**src/rtl/psg_bus_writer_pkg.sv**
```systemverilog
// Shared definitions for the SN76489 bus writer and its receiver model:
// register index constants, FSM state encoding and byte formatting helpers.
package psg_bus_writer_pkg;

  localparam logic [2:0] REG_TONE0 = 3'b000;
  localparam logic [2:0] REG_ATTN0 = 3'b001;
  localparam logic [2:0] REG_TONE1 = 3'b010;
  localparam logic [2:0] REG_ATTN1 = 3'b011;
  localparam logic [2:0] REG_TONE2 = 3'b100;
  localparam logic [2:0] REG_ATTN2 = 3'b101;
  localparam logic [2:0] REG_NOISE = 3'b110;
  localparam logic [2:0] REG_ATTN3 = 3'b111;

  localparam int CMD_W = 13;

  typedef enum logic [2:0] {
    ST_IDLE,
    ST_LATCH,
    ST_GAP1,
    ST_DATA,
    ST_GAP2
  } psg_state_e;

  function automatic logic is_tone_reg(input logic [2:0] r);
    return (r[0] == 1'b0) && (r != REG_NOISE);
  endfunction

  // Noise control only has three meaningful bits; bit 3 of the byte is forced low.
  function automatic logic [7:0] latch_byte(input logic [2:0] r, input logic [3:0] lo);
    if (r == REG_NOISE)
      return {1'b1, REG_NOISE, 1'b0, lo[2:0]};
    return {1'b1, r, lo};
  endfunction

  function automatic logic [7:0] data_byte(input logic [5:0] hi);
    return {2'b00, hi};
  endfunction

endpackage

```
**src/rtl/psg_bus_writer_cmd_fifo.sv**
```systemverilog
// Show-ahead command queue; pointers carry one extra bit to tell full from empty.
module psg_cmd_fifo #(
  parameter int WIDTH = 13,
  parameter int DEPTH = 4
) (
  input  logic             clk,
  input  logic             rst_n,
  input  logic             push,
  input  logic [WIDTH-1:0] wdata,
  input  logic             pop,
  output logic [WIDTH-1:0] rdata,
  output logic             full,
  output logic             empty
);

  localparam int AW = $clog2(DEPTH);
  localparam logic [AW:0] PTR_ONE = (AW+1)'(1);

  logic [AW:0]      wptr;
  logic [AW:0]      rptr;
  logic [WIDTH-1:0] mem [DEPTH];

  always_ff @(posedge clk or negedge rst_n) begin
    if (!rst_n) begin
      wptr <= '0;
      rptr <= '0;
    end else begin
      if (push && !full)
        wptr <= wptr + PTR_ONE;
      if (pop && !empty)
        rptr <= rptr + PTR_ONE;
    end
  end

  always_ff @(posedge clk) begin
    if (push && !full)
      mem[wptr[AW-1:0]] <= wdata;
  end

  assign rdata = mem[rptr[AW-1:0]];
  assign empty = (wptr == rptr);
  assign full  = (wptr[AW] != rptr[AW]) && (wptr[AW-1:0] == rptr[AW-1:0]);

endmodule

```
**src/rtl/psg_bus_writer.sv**
```systemverilog
// Queues PSG register writes and plays them out as timed byte strobes
// on the SN76489 data bus (latch byte, optional data byte for tones).
module psg_bus_writer
  import psg_bus_writer_pkg::*;
#(
  parameter int FIFO_DEPTH = 4,
  parameter int WE_CYCLES  = 4,
  parameter int GAP_CYCLES = 2
) (
  input  logic       clk,
  input  logic       rst_n,
  input  logic       cmd_valid,
  output logic       cmd_ready,
  input  logic [2:0] cmd_reg,
  input  logic [9:0] cmd_value,
  output logic [7:0] bus_data,
  output logic       bus_we_n,
  output logic       busy
);

  localparam int CNT_MAX = (WE_CYCLES > GAP_CYCLES) ? WE_CYCLES : GAP_CYCLES;
  localparam int CNT_W   = $clog2(CNT_MAX + 1);
  localparam logic [CNT_W-1:0] WE_LOAD  = CNT_W'(WE_CYCLES - 1);
  localparam logic [CNT_W-1:0] GAP_LOAD = CNT_W'(GAP_CYCLES - 1);
  localparam logic [CNT_W-1:0] CNT_ONE  = CNT_W'(1);

  psg_state_e       state, state_d;
  logic [CNT_W-1:0] cnt, cnt_d;
  logic [7:0]       data_d;
  logic             we_n_d;
  logic             tone_q, tone_d;
  logic [7:0]       hold_q, hold_d;
  logic             ready_en;

  logic             fifo_push, fifo_pop, fifo_full, fifo_empty;
  logic [CMD_W-1:0] fifo_rdata;
  logic [2:0]       head_reg;
  logic [9:0]       head_value;

  // Queue acceptance depends only on registered state, never on this cycle's pop.
  assign cmd_ready = ready_en && !fifo_full;
  assign fifo_push = cmd_valid && cmd_ready;
  assign head_reg   = fifo_rdata[12:10];
  assign head_value = fifo_rdata[9:0];
  assign busy = !fifo_empty || (state != ST_IDLE);

  psg_cmd_fifo #(
    .WIDTH(CMD_W),
    .DEPTH(FIFO_DEPTH)
  ) u_fifo (
    .clk  (clk),
    .rst_n(rst_n),
    .push (fifo_push),
    .wdata({cmd_reg, cmd_value}),
    .pop  (fifo_pop),
    .rdata(fifo_rdata),
    .full (fifo_full),
    .empty(fifo_empty)
  );

  always_ff @(posedge clk or negedge rst_n) begin
    if (!rst_n) begin
      state    <= ST_IDLE;
      cnt      <= '0;
      bus_data <= '0;
      bus_we_n <= 1'b1;
      tone_q   <= 1'b0;
      hold_q   <= '0;
      ready_en <= 1'b0;
    end else begin
      state    <= state_d;
      cnt      <= cnt_d;
      bus_data <= data_d;
      bus_we_n <= we_n_d;
      tone_q   <= tone_d;
      hold_q   <= hold_d;
      ready_en <= 1'b1;
    end
  end

  // bus_data only moves together with a falling strobe, so it is stable across each gap.
  always_comb begin
    state_d  = state;
    cnt_d    = cnt;
    data_d   = bus_data;
    we_n_d   = bus_we_n;
    tone_d   = tone_q;
    hold_d   = hold_q;
    fifo_pop = 1'b0;
    case (state)
      ST_IDLE: begin
        if (!fifo_empty) begin
          fifo_pop = 1'b1;
          state_d  = ST_LATCH;
          cnt_d    = WE_LOAD;
          we_n_d   = 1'b0;
          data_d   = latch_byte(head_reg, head_value[3:0]);
          tone_d   = is_tone_reg(head_reg);
          hold_d   = data_byte(head_value[9:4]);
        end
      end
      ST_LATCH, ST_DATA: begin
        if (cnt == '0) begin
          state_d = (state == ST_LATCH) ? ST_GAP1 : ST_GAP2;
          cnt_d   = GAP_LOAD;
          we_n_d  = 1'b1;
        end else begin
          cnt_d = cnt - CNT_ONE;
        end
      end
      ST_GAP1: begin
        if (cnt == '0) begin
          if (tone_q) begin
            state_d = ST_DATA;
            cnt_d   = WE_LOAD;
            we_n_d  = 1'b0;
            data_d  = hold_q;
          end else begin
            state_d = ST_IDLE;
            cnt_d   = '0;
          end
        end else begin
          cnt_d = cnt - CNT_ONE;
        end
      end
      ST_GAP2: begin
        if (cnt == '0) begin
          state_d = ST_IDLE;
          cnt_d   = '0;
        end else begin
          cnt_d = cnt - CNT_ONE;
        end
      end
      default: begin
        state_d = ST_IDLE;
        cnt_d   = '0;
        we_n_d  = 1'b1;
      end
    endcase
  end

endmodule
```
**config.mk**
```make
export PLATFORM = sky130hd
export DESIGN_NAME = psg_bus_writer
export DESIGN_NICKNAME = d
export VERILOG_FILES = /design/src/rtl/psg_bus_writer_pkg.sv /design/src/rtl/psg_bus_writer_cmd_fifo.sv /design/src/rtl/psg_bus_writer.sv
export SDC_FILE = /design/constraint.sdc
export NUM_CORES = 1
export LEC_CHECK = 0
export CORE_ASPECT_RATIO = 1.75
export CORE_UTILIZATION = 51
export DETAILED_ROUTE_END_ITERATION = 10
export PLACE_DENSITY = 0.71
export SLEW_MARGIN = 20
export SYNTH_ARGS = -nofsm -noshare
export SYNTH_HDL_FRONTEND = slang
export SYNTH_HIERARCHICAL = 1
export SYNTH_SLANG_ARGS = --single-unit
```
**constraint.sdc**
```tcl
create_clock -name clk -period 5.03 [get_ports clk]
set_clock_uncertainty 0.1 [all_clocks]
set_input_delay 1.006 -clock clk [delete_from_list [all_inputs] [get_ports clk]]
set_output_delay 1.006 -clock clk [all_outputs]
set_load 0.05 [all_outputs]
```
==> metrics.cfg, run 1 <==
[final_layout]
final-instance-count-excl-fill = 345
nNetsFinal = 279
fillers = 535
drive_gt1_share_pct = 17.2
area_growth_pct = 16.6
layout_commonest_cell = edfxtp_1
final_cell_mix = edfxtp_1, dfrtp_1, clkdlybuf4s50_1
diodes = 0

[die]
start_util_pct = 52.6
die_x_um = 65.4
dieHeight_um = 113
core_um2 = 6810
pin_count = 27
die_area_um2 = 7380
fp-row-count = 40

[detailed_routing]
drtIter0Drc = 79
wl_met3_um = 164
detail_route.first_pass.iterations = 4
vias_per_cell = 5.55
wirelength_met1_um = 2420
route.met2.wl_um = 3110
drc = 0
top_layer = met4
wl_um = 5850
ant_nets = 0
vias = 1916
wl_per_cell_um = 16.9

[timing]
hold_viol_final = 0
tightestPinTransition_ns = 0.766
fin_crit_sh_pct = 72.9
finalSetupViolCount = 0
rsz0062_at_grt = no
slew_headroom_pct = 48.6
slew_viol_final = 0
tns_ns = 0
setup_slack_ns = 1.36
max_freq_mhz = 273
min_period_ns = 3.67

[clocking]
cts-resized-gates = 0
cts_setup_buffers = 0
cts_tree = yes
cts.sinks = 81
clock_path_buffers = 2
clkLatencyLatePin_ns = 0.33
ctsHtreeMaxLevel = 3
root_buffer = clkbuf_16
cts_buffers = 9
clk_pin_slew_ns = 0.06
hold_buffers = 0

[hold_path]
hold_class = reg -> reg

[logic_synthesis]
synth_cell_type_count = 53
synth_flop_cell = edfxtp_1
syn_area_um2 = 3580
synth_area_per_cell_um2 = 15.8
ys_seq_elements = 81
ys_seq_area_share_pct = 63.9
async_reset_ff_share_pct = 35.8
syn_nets = 250
yosysWarnings = 6
synth_edf_count = 52
synth_cells = 227

[power]
power_density_nw_per_um2 = 643
leakagePower_nw = 1.54
report.power.total_mw = 2.68
irDropWorstVdd_uv = 326

[placement]
hpwl_um = 4160
routabilityCongestion = 0.857
port_buffers = 26
place_inst = 329
pre_cts_ws_ns = 1.71

[worst_setup_path]
startpoint = u_fifo/wptr[0]
path_cells = xor2_2 -> nor3_1 -> nand3b_1 -> clkdlybuf4s50_1
crit_path_end_kind = primary output
setup.worst_path.end = busy
arrival_ns = 2.56
slowest_stage = clkdlybuf4s50_1
worstSetupPathType = reg -> out
cp_max_fo = 6
r2r-start = u_fifo/rptr[0]
required_ns = 3.92
critPathMaxStageDelay_ns = 0.75
worstReg2RegEnd = u_fifo/mem[2][10]
reg2reg_depth = 7
crit_path_start_kind = register
rrSetupSlack_ns = 2.32

[run_status]
status = complete, no violations

[global_route]
antenna_found_initial = 0
first_global_vias = 1965
grt_pass1_wl_um = 9440
grt_usage_pct = 17.8
grt_max_degree = 30
grt_overflow = 0

[job]
cap_violations = 0

[kinds of logic (layout without fill, tap and decap cells)]
group                      after synthesis  in the layout  share of synthesized area (%)
other                                    1              1                          0.105
xor gates and xnor gates                10             10                           3.28
muxes                                   25             25                           11.7
buffers and inverters                   21             55                           3.32
AOI/OAI and AO/OA                       39             39                           8.07
DFF                                     81             81                           63.9
adders and majority gates                7              7                           2.44
and+or+nand+nor                         43             43                           7.16
[cells in the mapped netlist (all sizes together), types with 2 or more instances]
cell / number / area share (%)
a21oi: 8 / 1.1
dfrtp: 28 / 20
a211oi: 3 / 0.77
edfxtp: 52 / 44
nand3: 2 / 0.42
inv: 10 / 1.0
and2: 2 / 0.35
o31ai: 5 / 1.3
ha: 7 / 2.4
a21o: 2 / 0.45
nand2b: 3 / 0.52
nor2: 6 / 0.70
a31oi: 3 / 0.94
o21ai: 9 / 1.4
nor3: 7 / 0.98
nand2: 11 / 1.2
nor2b: 4 / 0.77
xnor2: 5 / 1.6
and3: 3 / 0.52
mux4: 13 / 8.2
mux2i: 6 / 1.7
xor2: 5 / 1.6
mux2: 6 / 1.9
buf: 11 / 2.3
[flip-flops by register name, summed over array words and instances (netlist names)]
signal       cells
bus_data         8
bus_we_n         1
cnt              3
hold_q           6
ready_en         1
state            3
tone_q           1
u_fifo/mem      52
u_fifo/rptr      3
u_fifo/wptr      3
[through the flow]
| stage | hold slack (ns) | cell area, µm² | utilization (%) |
|---|---|---|---|
| floorplan | 0.339 | 3580 | - |
| global placement | 0.365 | 3890 | 57.1 |
| detailed placement | 0.377 | 3890 | 57.1 |
| CTS | 0.384 | 4180 | 61.4 |
| global route | 0.397 | 4180 | 61.4 |
| finish | 0.379 | 4180 | 61.4 |
[worst max-delay path: cells and delay by family (launching register included)]
family	cells	cell delay, ns
flip-flops	1	0.49
buffers and inverters	1	0.75
AND/OR/NAND/NOR	2	0.76
XOR/XNOR	1	0.23
[metal layers]
layer | vias up | global-route usage [%]
met2 | 33 | 29.7
met4 | 0 | 8.12
met5 | - | 0
li1 | 916 | -
met3 | 11 | 5.85
met1 | 956 | 20.3
[report_power, final]
part / switching [mW] / internal, mW
clock network: 0.244 / 0.383
registers: 0.146 / 0.879
logic: 0.596 / 0.437
total: 0.986 / 1.70
[how the worst min path moves through the flow]
stage,from,endpoint,cells after the start
floorplan,cnt[0],cnt[0],1
global placement,bus_data[7],bus_data[7],1
detailed placement,bus_data[7],bus_data[7],1
CTS,cnt[0],cnt[0],1
global route,cnt[0],cnt[0],1
finish,cnt[0],cnt[0],1
[final cells by class]
cell class | count | area, µm² | share of cell area, %
timing repair buffer | 29 | 283 | 6.77
clock inverter | 5 | 55.1 | 1.32
inverter | 10 | 37.5 | 0.899
sequential | 81 | 2290 | 54.8
clock buffer | 11 | 233 | 5.57
tap | 84 | 105 | 2.52
multi-input combinational | 125 | 1170 | 28.1
Power figures use the tool's default switching activity.
==> run 2, diff against run 1 <==
- PLACE_DENSITY: 0.71 -> 0.74
- clock period: 5.03 -> 3 ns (I/O delays scaled with it)
==> run 2 against run 1 <==
Net effect: routed wire length up 4.4%; largest power group unchanged; combinational power up 74%; clock power up 75%.
==> metrics.cfg, run 2 (synthesized netlist as in run 1, its figures left out) <==
[die]
core_um2 = 6810
start_util_pct = 52.6
die_x_um = 65.4
pin_count = 27
dieHeight_um = 113
fp-row-count = 40
die_area_um2 = 7380

[timing]
fin_crit_sh_pct = 94.4
max_freq_mhz = 353
hold_viol_final = 0
tightestPinTransition_ns = 0.773
slew_headroom_pct = 48.0
slew_viol_final = 0
finalSetupViolCount = 0
tns_ns = 0
rsz0062_at_grt = no
min_period_ns = 2.83

[detailed_routing]
wl_um = 6100
route.met2.wl_um = 3340
wl_met3_um = 137
vias = 1960
vias_per_cell = 5.58
drc = 0
ant_nets = 0
top_layer = met4
detail_route.first_pass.iterations = 4
wirelength_met1_um = 2420
wl_per_cell_um = 17.4
drtIter0Drc = 103

[global_route]
grt_pass1_wl_um = 10100
first_global_vias = 2009
grt_overflow = 0
grt_usage_pct = 19.2
grt_max_degree = 30
antenna_found_initial = 0

[final_layout]
drive_gt1_share_pct = 20.6
final_cell_mix = edfxtp_1, dfrtp_1, clkdlybuf4s50_1
diodes = 0
final-instance-count-excl-fill = 351
fillers = 530
nNetsFinal = 285
area_growth_pct = 18.5
largest_reg_flops = 52
final_util_pct = 62.4
layout_commonest_cell = edfxtp_1

[clocking]
cts_tree = yes
clkLatencyLatePin_ns = 0.33
hold_buffers = 0
cts_buffers = 9
cts.sinks = 81
root_buffer = clkbuf_16
ctsHtreeMaxLevel = 3
cts-resized-gates = 0
clock_path_buffers = 2
cts_setup_buffers = 0
clk_pin_slew_ns = 0.06

[worst_setup_path]
crit_path_start_kind = register
path_depth = 4
reg2reg_depth = 8
slowest_stage = nor3_1
crit_path_end_kind = primary output
required_ns = 2.30
worstSetupPathType = reg -> out
cp_max_fo = 6
arrival_ns = 2.13
critical_path_buf_inv_count = 1
critPathMaxStageDelay_ns = 0.56
crit_family = simple AND/OR/NAND/NOR gates
path_cells = xor2_2 -> nor3_1 -> nand3b_1 -> buf_4

[power]
leakagePower_nw = 1.58
irDropWorstVdd_uv = 562
power_density_nw_per_um2 = 1080

[job]
cap_violations = 0

[placement]
port_buffers = 26
routabilityCongestion = 0.828
place_inst = 335
hpwl_um = 4240

[hold_path]
hold_class = reg -> reg
min_path_cells = 1

[run_status]
status = complete, no violations

## run 2: cell types whose count changed in the layout (fill, tap and decap cells not counted), sizes merged
cell and delta:
clkdlybuf4s50 -2, buf +8, clkinvlp +1, clkbuf -2, inv +1
## run 2: worst paths after layout
kind	from	end	slack (ns)
worst max register to register	u_fifo/rptr[0]	u_fifo/mem[3][10]	0.58
worst min-delay path	bus_data[7]	bus_data[7]	0.38
worst max-delay path	u_fifo/rptr[0]	busy	0.17
min in group asynchronous	rst_n	bus_data[5]	0.55
worst min register to register	bus_data[7]	bus_data[7]	0.38
max in group asynchronous	rst_n	bus_we_n	1.93
## run 2: worst reg2reg max path, stage by stage, from the launching register on
cell and delay, ns:
dfrtp_1 0.57, xnor2_2 0.21, nand3_2 0.14, inv_1 0.05, nor2b_1 0.22, and2_1 0.30, nand2_1 0.12, a31oi_4 0.15
buf_4 0.25
## run 2: metal layers
layer	vias to the layer above	global-route usage, %
met5	-	0
met4	0	12.5
met3	13	3.63
met2	32	31.8
met1	985	22.4
li1	930	-
## run 2: power by group
part / switching [mW] / internal (mW) / leakage [nW] / total (mW)
sequential: 0.238 / 1.47 / 0.823 / 1.71
combinational: 1.02 / 0.769 / 0.615 / 1.79
clock: 0.444 / 0.651 / 0.142 / 1.10
## run 2: cell type report
type                       count  area [µm²]  share of cell area [%]
sequential                    81        2290                    53.9
multi-input combinational    125        1170                    27.7
timing repair buffer          35         335                    7.90
clock buffer                   9         225                    5.31
tap                           84         105                    2.48
clock inverter                 7        77.6                    1.83
inverter                      10        37.5                   0.884
## run 2: metrics by stage
stage	cell area (µm²)	hold slack, ns	worst slack (ns)	total power, mW
2_1_floorplan	3580	0.204	0.167	3.10
3_3_place_gp	3940	0.368	0.540	3.49
3_5_place_dp	3940	0.376	0.504	3.54
4_1_cts	4240	0.390	0.153	4.65
5_1_grt	4240	0.406	0.00538	4.86
6_report	4240	0.380	0.167	4.59
